<file path="src/rtl/fwd_hazard_ctrl_pkg.sv">
// fwd_hazard_ctrl_pkg: shared types and select codes
// for the EX-stage forwarding / hazard controller.
package fwd_hazard_ctrl_pkg;

  localparam int NB_REG_P = 5;

  // Operand mux selects: register file, EX/MEM, MEM/WB.
  localparam logic [1:0] FWD_SEL_REG = 2'b00;
  localparam logic [1:0] FWD_SEL_MEM = 2'b01;
  localparam logic [1:0] FWD_SEL_WB  = 2'b10;

  typedef enum logic {
    ST_RUN      = 1'b0,
    ST_LU_STALL = 1'b1
  } stall_st_t;

  // One slot of the destination-tracking shadow pipe.
  typedef struct packed {
    logic                valid;
    logic [NB_REG_P-1:0] rd;
    logic                reg_write;
    logic                mem_read;
  } stage_t;

  // The youngest producer wins: EX before MEM.
  function automatic logic [1:0] pick_sel(
    input logic hit_ex,
    input logic hit_mem
  );
    logic [1:0] s;
    s = FWD_SEL_REG;
    unique case (1'b1)
      hit_ex:               s = FWD_SEL_MEM;
      (hit_mem && !hit_ex): s = FWD_SEL_WB;
      default:              s = FWD_SEL_REG;
    endcase
    return s;
  endfunction

endpackage

</file>
<file path="src/rtl/fwd_src_cmp.sv">
// fwd_src_cmp: compares one ID source register against
// the EX and MEM shadow slots; yields select and load-use hit.
module fwd_src_cmp
  import fwd_hazard_ctrl_pkg::*;
#(
  parameter int NB_REG = NB_REG_P
) (
  input  logic [NB_REG-1:0] src,
  input  logic              use_src,
  input  logic              ex_valid,
  input  logic [NB_REG-1:0] ex_rd,
  input  logic              ex_reg_write,
  input  logic              ex_mem_read,
  input  logic              mem_valid,
  input  logic [NB_REG-1:0] mem_rd,
  input  logic              mem_reg_write,
  output logic [1:0]        sel,
  output logic              lu_hit
);

  logic live;
  logic ex_eq;
  logic hit_ex;
  logic hit_mem;

  // r0 is hard-wired zero, so it never needs forwarding.
  assign live    = use_src && (src != '0);
  assign ex_eq   = live && ex_valid && (ex_rd == src);
  assign hit_ex  = ex_eq && ex_reg_write;
  assign hit_mem = live && mem_valid && mem_reg_write
                   && (mem_rd == src);

  assign sel    = pick_sel(hit_ex, hit_mem);
  assign lu_hit = ex_eq && ex_mem_read;

endmodule

</file>
<file path="src/rtl/fwd_hazard_ctrl.sv">
// fwd_hazard_ctrl: EX operand forwarding selects and load-use
// stall/bubble control. Optional counters: FWD_HAZARD_STATS_EN.
module fwd_hazard_ctrl
  import fwd_hazard_ctrl_pkg::*;
#(
  parameter int NB_REG = NB_REG_P,
  parameter int NB_SEL = 2
) (
  input  logic              i_clk,
  input  logic              i_rst_n,
  input  logic              i_enable,
  input  logic              i_flush,
  input  logic              i_id_valid,
  input  logic [NB_REG-1:0] i_id_rs,
  input  logic [NB_REG-1:0] i_id_rt,
  input  logic              i_id_use_rs,
  input  logic              i_id_use_rt,
  input  logic [NB_REG-1:0] i_id_rd,
  input  logic              i_id_reg_write,
  input  logic              i_id_mem_read,
  output logic [NB_SEL-1:0] o_fwd_a_sel,
  output logic [NB_SEL-1:0] o_fwd_b_sel,
  output logic              o_stall,
  output logic              o_bubble
`ifdef FWD_HAZARD_STATS_EN
  ,
  output logic [31:0]       o_stall_cnt,
  output logic [31:0]       o_fwd_cnt
`endif
);

  stage_t    ex_q;
  stage_t    mem_q;
  stage_t    wb_q;
  stage_t    id_e;
  stall_st_t state_q;

  logic       use_a;
  logic       use_b;
  logic [1:0] sel_a;
  logic [1:0] sel_b;
  logic       lu_a;
  logic       lu_b;
  logic       lu_any;
  logic       squash;
  logic [1:0] sel_a_d;
  logic [1:0] sel_b_d;

  // An invalid ID slot reads nothing and writes nothing.
  assign use_a = i_id_valid && i_id_use_rs;
  assign use_b = i_id_valid && i_id_use_rt;

  // Invalid slots carry all-zero fields.
  always_comb begin
    id_e           = '0;
    id_e.valid     = i_id_valid;
    id_e.rd        = i_id_valid ? i_id_rd : '0;
    id_e.reg_write = i_id_valid && i_id_reg_write;
    id_e.mem_read  = i_id_valid && i_id_mem_read;
  end

  fwd_src_cmp #(.NB_REG(NB_REG)) u_cmp_rs (
    .src           (i_id_rs),
    .use_src       (use_a),
    .ex_valid      (ex_q.valid),
    .ex_rd         (ex_q.rd),
    .ex_reg_write  (ex_q.reg_write),
    .ex_mem_read   (ex_q.mem_read),
    .mem_valid     (mem_q.valid),
    .mem_rd        (mem_q.rd),
    .mem_reg_write (mem_q.reg_write),
    .sel           (sel_a),
    .lu_hit        (lu_a)
  );

  fwd_src_cmp #(.NB_REG(NB_REG)) u_cmp_rt (
    .src           (i_id_rt),
    .use_src       (use_b),
    .ex_valid      (ex_q.valid),
    .ex_rd         (ex_q.rd),
    .ex_reg_write  (ex_q.reg_write),
    .ex_mem_read   (ex_q.mem_read),
    .mem_valid     (mem_q.valid),
    .mem_rd        (mem_q.rd),
    .mem_reg_write (mem_q.reg_write),
    .sel           (sel_b),
    .lu_hit        (lu_b)
  );

  // Flush beats load-use: the bubble still goes in,
  // but the PC is free to redirect.
  assign lu_any   = lu_a || lu_b;
  assign o_stall  = i_enable && lu_any && !i_flush;
  assign o_bubble = i_enable && lu_any;
  assign squash   = lu_any || i_flush;

  // A squashed slot enters EX as a NOP, so it needs no select.
  assign sel_a_d = squash ? FWD_SEL_REG : sel_a;
  assign sel_b_d = squash ? FWD_SEL_REG : sel_b;

  // Shadow pipe advances in lockstep with ID/EX.
  always_ff @(posedge i_clk or negedge i_rst_n) begin
    if (!i_rst_n) begin
      ex_q  <= '0;
      mem_q <= '0;
      wb_q  <= '0;
    end else if (i_enable) begin
      wb_q  <= mem_q;
      mem_q <= ex_q;
      ex_q  <= squash ? '0 : id_e;
    end
  end

  // Selects are registered with the instruction entering EX.
  always_ff @(posedge i_clk or negedge i_rst_n) begin
    if (!i_rst_n) begin
      o_fwd_a_sel <= '0;
      o_fwd_b_sel <= '0;
    end else if (i_enable) begin
      o_fwd_a_sel <= sel_a_d;
      o_fwd_b_sel <= sel_b_d;
    end
  end

  // Stall FSM: one stall cycle per load-use, then back to RUN.
  always_ff @(posedge i_clk or negedge i_rst_n) begin
    if (!i_rst_n) begin
      state_q <= ST_RUN;
    end else if (i_enable) begin
      unique case (state_q)
        ST_RUN:      if (o_stall) state_q <= ST_LU_STALL;
        ST_LU_STALL: state_q <= ST_RUN;
      endcase
    end
  end

`ifdef FWD_HAZARD_STATS_EN
  // Debug counters; both wrap naturally at 2^32.
  always_ff @(posedge i_clk or negedge i_rst_n) begin
    if (!i_rst_n) begin
      o_stall_cnt <= '0;
      o_fwd_cnt   <= '0;
    end else if (i_enable) begin
      if (o_stall)
        o_stall_cnt <= o_stall_cnt + 32'd1;
      if ((sel_a_d != FWD_SEL_REG) || (sel_b_d != FWD_SEL_REG))
        o_fwd_cnt <= o_fwd_cnt + 32'd1;
    end
  end
`endif

`ifndef SYNTHESIS
  // The stall bubble sits in EX, so stalls never chain;
  // bubbles leave no stale fields behind in WB.
  always_comb begin
    a_one_stall: assert (!((state_q == ST_LU_STALL) && lu_any));
    a_wb_clean:  assert (wb_q.valid || (wb_q == '0));
  end
`endif

endmodule

</file>
<file path="config.mk">
export PLATFORM = sky130hd
export DESIGN_NAME = fwd_hazard_ctrl
export DESIGN_NICKNAME = d
export VERILOG_FILES = /design/src/rtl/fwd_hazard_ctrl_pkg.sv /design/src/rtl/fwd_src_cmp.sv /design/src/rtl/fwd_hazard_ctrl.sv
export SDC_FILE = /design/constraint.sdc
export NUM_CORES = 1
export LEC_CHECK = 0
export BUFFER_PORTS_ARGS = -buffer_cell sky130_fd_sc_hd__buf_2
export CAP_MARGIN = 20
export CORE_MARGIN = 3
export CORE_UTILIZATION = 30
export DETAILED_ROUTE_END_ITERATION = 6
export PLACE_DENSITY = 0.59
export SLEW_MARGIN = 10
export SYNTH_ARGS = -nofsm -noshare
export SYNTH_HDL_FRONTEND = slang
export SYNTH_SLANG_ARGS = --single-unit
</file>
<file path="constraint.sdc">
create_clock -name i_clk -period 2.08 [get_ports i_clk]
set_input_delay 0.104 -clock i_clk [delete_from_list [all_inputs] [get_ports i_clk]]
set_output_delay 0.104 -clock i_clk [all_outputs]
set_load 0.02 [all_outputs]
</file>
* Word level (Yosys, flattened, before mapping)
Index checks and enable logic that the tools add are counted.
** Storage, ports and cells
- Output and inout bits :: 6
- Input bits :: 24
- Logic and storage cells :: 50
- Bits in latches :: 0
- Register bits :: 19
- Memories :: 0
- Bits in writable memories :: 0
- Bits in read-only memories :: 0
** Operators by class
- Shift operators :: 0
- Eq/ne operators :: 4
- Reductions and logical operators :: 31
- $add $sub $neg :: 0
- Multipliers :: 0
- Bitwise logic cells :: 0
- Muxes and demuxes :: 6
- $lt $le $gt $ge :: 0
- Divide/modulo/power cells :: 0
** Operators by type and width (number)
- $logic_and 1x1->1 :: 24
- $eq 5x5->1 :: 4
- $reduce_bool 5->1 :: 2
- $mux 8 :: 1
- $pmux 2 s2 :: 2
- $mux 5 :: 1
- $mux 2 :: 2
- $logic_not 1->1 :: 3
- $logic_or 1x1->1 :: 2

* Logic depth before layout (Yosys ltp)
Gate-level depths: netlist of the first run.
- Word-level depth :: 9
- Gate-level depth with buffers :: 6
- Depth with buffers taken out :: 5

* By module
A second synthesis of the first run with hierarchy kept.
** Unflattened totals
- Cells, all modules :: 92
- Area total of the unflattened synthesis :: 1124.8 µm²
** By module, submodules not included
- fwd_hazard_ctrl :: cells an instance 48, area each 769.5 µm², times used 1, sequential area each 475.5 µm²
- fwd_src_cmp :: cells an instance 22, area each 177.7 µm², times used 2, sequential area each 0.0 µm²

* Worst setup path before layout of the first run
OpenSTA, ideal clock, no wires.
- Path type :: reg-to-output
- Start :: register ex_q[4] (netlist name)
- End :: output port o_stall
- Stages on the path, launching flop included :: 7
- Setup slack :: 574 ps
- Path buffers :: 1
- Arrival :: 1402 ps
- Data required time :: 1976 ps
- Cells stage by stage :: dfrtp_1 -> xor2_1 -> nor2_2 -> nand4_1 -> a21oi_2 -> buf_6 -> and3b_1
** On the way
- Longest elaborated chain between the ends :: 6
- Elaborated cells on any way between the ends :: 9
- Those cells by class :: eq/ne: 2; reduce/logical: 7
** RTL lines
- start, declared :: line fwd_hazard_ctrl.sv:32 : stage_t ex_q;
- start signal, assigned :: line fwd_hazard_ctrl.sv:110 : ex_q <= squash ? '0 : id_e;
- $eq 5x5->1 :: line fwd_src_cmp.sv:28 : assign ex_eq = live && ex_valid && (ex_rd == src);
- $logic_and 1x1->1 :: line fwd_src_cmp.sv:28
- $logic_and 1x1->1 :: line fwd_src_cmp.sv:34 : assign lu_hit = ex_eq && ex_mem_read;
- $logic_or 1x1->1 * :: line fwd_hazard_ctrl.sv:92 : assign lu_any = lu_a || lu_b;
- $logic_and 1x1->1 * (2 in series) :: line fwd_hazard_ctrl.sv:93 : assign o_stall = i_enable && lu_any && !i_flush;
- end, declared :: line fwd_hazard_ctrl.sv:23 : output logic o_stall,
Every way passes the cells marked *; elsewhere a longest branch is shown, timed or not.

* Final worst setup path of the first run
Ends and elaborated chain as after synthesis.

==> flow_summary.json, run 1 <==
{
  "status": "completed",
  "mostFrequentLayoutCells": "buf_2, dfrtp_1, xor2_1, inv_1",
  "final_common_cell": "buf_2",
  "tightest_slew_ns": 0.4261,
  "r2r_start": "ex_q[4]",
  "die-area_mm2": 0.004382,
  "grt.busiest_layer": "met2",
  "syn_inst": 116,
  "tritoncts": "built",
  "cp_data_arrival_time_ns": 1.84,
  "met2_usage_pct": 21.44,
  "path_clk_slew_ns": 0.11,
  "syn_nets": 140,
  "drv_slew": 0,
  "worstSetupStartpoint": "ex_q[4]",
  "finClkSkew_ns": 0.004739,
  "met1_usage_pct": 16.89,
  "yosysWarnings": 0,
  "drt-pass1-iter-count": 4,
  "nNetsFinal": 174,
  "peakVddDrop_mv": 0.2872,
  "hp-start": "i_id_reg_write",
  "fill_cells": 379,
  "yosysSeqAreaShare_pct": 43.73,
  "final_antenna_net_count": 0,
  "area_growth_pct": 22.09,
  "cts_buffers": 3,
  "clk-insertion-delay-late_ns": 0.29,
  "end_kind": "primary output",
  "p_leak_nw": 0.6263,
  "num_antenna_cells": 0,
  "maxSlewHeadroom_pct": 71.59,
  "hold_viol": 0,
  "grt_pass1_vias": 937,
  "via_per_inst": 4.615,
  "synth_top_area_share_pct": 43.73,
  "detailed_place_hpwl_um": 2077,
  "max-cap-violations": 0,
  "drive_above_1_share_pct": 32.89,
  "cts_sinks": 19,
  "layout_min_cycle_time_ns": 1.948,
  "overflow": 0,
  "setup_viol": 0,
  "route.vias.total": 900,
  "critPathMaxFanout": 5,
  "synth.area.top_cells": "dfrtp_1, xor2_1, mux2_2",
  "yosys.cell_types.count": 19,
  "fp.dieW_um": 66.20,
  "routed_wl_um": 2595,
  "grt_pass1_wl_um": 4374,
  "cp.required_ns": 1.98,
  "io_buffers": 29,
  "boundaryPins": 30,
  "synth_largest_area_cell": "dfrtp_1",
  "regArea_um2": 476.7,
  "gp_congestion": 0.8398,
  "avgRoutedWirePerCell_um": 13.31,
  "place_worst_setup_slack_ns": 0.4874,
  "syn_area_mm2": 0.001087,
  "met3_usage_pct": 2.381,
  "grt_usage_pct": 13.01,
  "drc": 0,
  "avgSynthCellArea_um2": 9.373,
  "fin_crit_sh_pct": 93.64,
  "critPathTopFamily": "simple AND/OR/NAND/NOR gates",
  "rows": 21,
  "die_h_um": 66.20,
  "fin_tns_setup_ns": 0,
  "cp_slowest_stage_delay_ns": 0.46,
  "core_mm2": 0.003416,
  "htreeDepth": 1,
  "ys_ff_latch": 19,
  "grt_max_degree": 23,
  "p_per_area_mw_per_mm2": 551.9,
  "antenna_found_initial": 0,
  "drt_iter0_drc": 30,
  "worstPathCellList": "xor2_1 > nor2_2 > nand4_1 > a21oi_2 > and3b_1 > buf_2",
  "start_util_pct": 31.83,
  "setup_ws_ns": 0.1322,
  "clock_path_buffers": 2,
  "multi_input_area_um2": 539.3,
  "startpoint_type": "flop",
  "fmax_mhz": 513.4,
  "crit_slowest_cell": "dfrtp_1",
  "clockRootBuffer": "clkbuf_4",
  "hp-class": "in -> reg",
  "crit_type": "reg -> out",
  "critPathBufInv": 1,
  "rsz0062_at_grt": "no"
}
## cell type report
| type | count | share of cell area, % |
|---|---|---|
| tap | 46 | 4.336 |
| multi-input combinational | 80 | 40.62 |
| clock buffer | 3 | 1.697 |
| clock inverter | 1 | 0.3770 |
| inverter | 13 | 3.676 |
| sequential | 19 | 35.91 |
| timing repair buffer | 33 | 13.38 |
## synthesized netlist by cell type (all sizes together)
| library cell | count |
|---|---|
| nand4 | 4 |
| dfrtp | 19 |
| mux2 | 7 |
| buf | 1 |
| nand3 | 8 |
| nand2 | 10 |
| nor2 | 11 |
| nor3 | 4 |
| and2 | 1 |
| inv | 13 |
| o32ai | 2 |
| o22ai | 10 |
| and3b | 2 |
| xnor2 | 6 |
| xor2 | 14 |
| a21oi | 1 |
| clkbuf | 3 |
## state kept, by name (all words and copies together), names as in the netlist
name and count:
o_fwd_b_sel 2, mem_q 7, ex_q 8, o_fwd_a_sel 2
## worst min-delay path, stage by stage
cell and delay (ns):
buf_2 0.09, nand2_1 0.05, o22ai_1 0.05
## power by group
group / switching [mW] / leakage [nW] / internal, mW
combinational: 0.0662 / 0.353 / 0.0642
sequential: 0.0241 / 0.256 / 0.390
clock: 0.116 / 0.0177 / 0.0715
total: 0.207 / 0.626 / 0.526
## path summary, 6_finish.rpt
check	cells after the start	slack, ns	to
max	6	0.13	o_stall
min	3	0.03	ex_q[1]
max reg2reg	6	0.47	o_fwd_b_sel[1]
min reg2reg	1	0.53	mem_q[1]
max in group asynchronous	2	1.49	ex_q[6]
min in group asynchronous	2	0.26	o_fwd_a_sel[0]
## repair_timing
item | in CTS | in global routing
hold buffers | 1 | 0
endpoints found under the hold margin | 19 | 0
gates resized for setup | 0 | 1
setup endpoints to repair | 0 | 1
setup buffers | 0 | 1
## cells by family after synthesis
| family | after synthesis | synth area share [%] |
|---|---|---|
| xor+xnor | 20 | 16.11 |
| flops | 19 | 43.73 |
| compound gates | 13 | 8.171 |
| simple gates | 40 | 18.07 |
| mux | 7 | 7.250 |
| buf+inv | 17 | 6.674 |
## through the flow
step           total power, mW  util [%]  cells  hold WS (ns)  area (um^2)
4_1_cts                 0.7400     38.61    194       0.02630         1319
2_1_floorplan           0.4927         -    116       -0.1916         1087
5_1_grt                 0.7761     38.86    195       0.03940         1328
3_5_place_dp            0.5519     37.51    189       0.06426         1281
6_report                0.7326     38.86    195       0.03191         1328
3_3_place_gp            0.5491     37.51    189       0.06322         1281
## layer usage
metal	routed length, um	vias up
met2	1247	18
met5	0	-
met4	17	0
met1	1200	426
li1	-	454
met3	129	2
No activity file was read; power rests on OpenSTA's default activity.
==> run 2, diff against run 1 <==
Settings changed: CELL_PAD_IN_SITES_DETAIL_PLACEMENT from default to 2, CELL_PAD_IN_SITES_GLOBAL_PLACEMENT from default to 2, MAX_ROUTING_LAYER from default to met4, PLACE_DENSITY 0.59 to 0.85.
==> run 2 against run 1 <==
Against the previous run:
- the flow now finishes with violations (negative setup slack)
- clock power about the same
- sequential power is essentially flat
- critical path depth did not move
- register-to-register slack worse by 0.19 ns
- core utilization is 0.99 points higher
- combinational power is 16% higher
- flip-flop and latch count is the same
- sequential share of layout area down 0.80 points
- largest cell class unchanged
==> flow_summary.json, run 2 (synthesis results as in run 1) <==
{
  "status": "finished with violations",
  "violations": "negative setup slack",
  "post-place-cells": 189,
  "fin_util_pct": 39.85,
  "crit_slowest_cell": "dfrtp_2",
  "tritoncts": "built",
  "switching_share_pct": 29.82,
  "routed_wl_um": 3759,
  "max-cap-violations": 0,
  "top_register": "ex_q",
  "hp-start": "i_id_rd[4]",
  "critPathMaxFanout": 4,
  "io_buffers": 29,
  "setup_ws_ns": -0.04042,
  "drive_above_1_share_pct": 35.53,
  "rsz0062_at_grt": "yes",
  "num_antenna_cells": 0,
  "cts_sinks": 19,
  "cp_data_arrival_time_ns": 2.02,
  "finClkSkew_ns": 0.007650,
  "p_sw_uw": 225.8,
  "core_mm2": 0.003416,
  "place_area_mm2": 0.001281,
  "fmax_mhz": 471.6,
  "p_per_area_mw_per_mm2": 556.2,
  "largest_reg_flops": 8,
  "htreeDepth": 1,
  "route.vias.total": 983,
  "area_growth_pct": 25.20,
  "p_total_uw": 757.1,
  "die-area_mm2": 0.004382,
  "grt_usage_pct": 17.75,
  "startpoint_type": "flop",
  "peakVddDrop_mv": 0.2417,
  "fill_cells": 389,
  "place_worst_setup_slack_ns": 0.3896,
  "p_seq_share_pct": 54.9,
  "setup_viol": 1,
  "via_per_inst": 4.965,
  "stdcell_area_mm2": 0.001361,
  "p_clk_share_pct": 25.1,
  "detailed_place_hpwl_um": 2864,
  "hold_viol": 0,
  "cts_buffers": 3,
  "cp_slowest_stage_delay_ns": 0.46,
  "final_common_cell": "buf_2",
  "clockRootBuffer": "clkbuf_4",
  "drc": 0,
  "grt_pass1_wl_um": 5713,
  "end_kind": "primary output",
  "power.internal_uw": 531.4,
  "top_regs": "ex_q x8, mem_q x7",
  "rows": 21,
  "clock_path_buffers": 2,
  "layout_min_cycle_time_ns": 2.120,
  "drt-pass1-iter-count": 4,
  "final_antenna_net_count": 0,
  "drv_slew": 0,
  "mostFrequentLayoutCells": "buf_2, dfrtp_1, xor2_1, inv_1",
  "path_clk_slew_ns": 0.12,
  "boundaryPins": 30,
  "die_h_um": 66.20,
  "cp.required_ns": 1.98,
  "r2r_start": "ex_q[6]",
  "fin_crit_sh_pct": 101.9,
  "nNetsFinal": 177,
  "start_util_pct": 31.83,
  "fp.dieW_um": 66.20,
  "p_leak_nw": 0.6377,
  "tightest_slew_ns": 0.4449,
  "overflow": 0,
  "grt_max_degree": 23,
  "crit_type": "reg -> out",
  "clk-insertion-delay-late_ns": 0.30,
  "grt_pass1_vias": 1116,
  "hp-class": "in -> reg",
  "avgRoutedWirePerCell_um": 18.98,
  "antenna_found_initial": 0,
  "worstSetupStartpoint": "ex_q[6]",
  "gp_congestion": 0.8258,
  "maxSlewHeadroom_pct": 70.34,
  "power_frac_comb_pct": 20.0,
  "worstPathCellList": "xor2_1 > nor2_1 > nand4_1 > a21oi_2 > and3b_2 > buf_6",
  "fin_cells": 198,
  "drt_iter0_drc": 38
}
## run 2: cell count changes in the layout (fill, tap and decap cells not counted), sizes merged
cell	previous run	this run
buf	32	35
## run 2: stage by stage
stage / hold slack, ns / TNS, ns
2_1_floorplan: -0.1916 / 0
3_3_place_gp: 0.05967 / 0
3_5_place_dp: 0.06886 / 0
4_1_cts: 0.02174 / 0
5_1_grt: 0.03000 / -0.3375
6_report: 0.02770 / -0.04042
## run 2: final cells by class
class                           count  area, um^2  share of cell area (%)
Clock buffer                        3       22.52                   1.654
Tap cell                           46       57.56                   4.228
Multi-Input combinational cell     80       540.5                   39.71
Sequential cell                    19       478.0                   35.11
Clock inverter                      1       5.005                  0.3676
Timing Repair Buffer               36       209.0                   15.35
Inverter                           13       48.80                   3.585
## run 2: repair_timing
| item | 4_1_cts | 5_1_grt |
|---|---|---|
| buffers inserted | 0 | 4 |
| setup endpoints to repair | 0 | 2 |
| hold buffers | 1 | 0 |
| resized for setup | 0 | 6 |
| hold endpoints to repair | 19 | 0 |
## run 2: critical path: cells and delay by family, from the launching register on
family                 cells  cell delay [ns]
AO/OA/AOI/OAI              1             0.29
XOR/XNOR                   1             0.17
AND/OR/NAND/NOR            3             0.67
buffers and inverters      1             0.12
flip-flops                 1             0.46
## run 2: worst paths after layout
path | to | slack [ns] | cells after the start
max in group asynchronous | ex_q[4] | 1.47 | 2
setup reg to reg | ex_q[2] | 0.28 | 6
setup / recovery | o_stall | -0.04 | 6
min in group asynchronous | o_fwd_a_sel[0] | 0.27 | 2
hold reg to reg | mem_q[1] | 0.53 | 1
hold / removal | ex_q[6] | 0.03 | 3
## run 2: routing by layer
metal / routed length (um) / GRT usage, % / part of all wire [%]
met5: 0 / - / 0
met4: 63 / 6.091 / 1.7
met3: 159 / 2.551 / 4.2
met2: 1834 / 29.12 / 49
met1: 1701 / 22.34 / 45
## run 2: power groups by stage
stage	sequential, mW	combinational, mW	clock, mW
after detailed placement	0.423	0.141	0
after CTS	0.415	0.144	0.196
after global placement	0.420	0.131	0
after floorplan	0.414	0.0786	0
final	0.415	0.151	0.190
after global routing	0.418	0.166	0.215
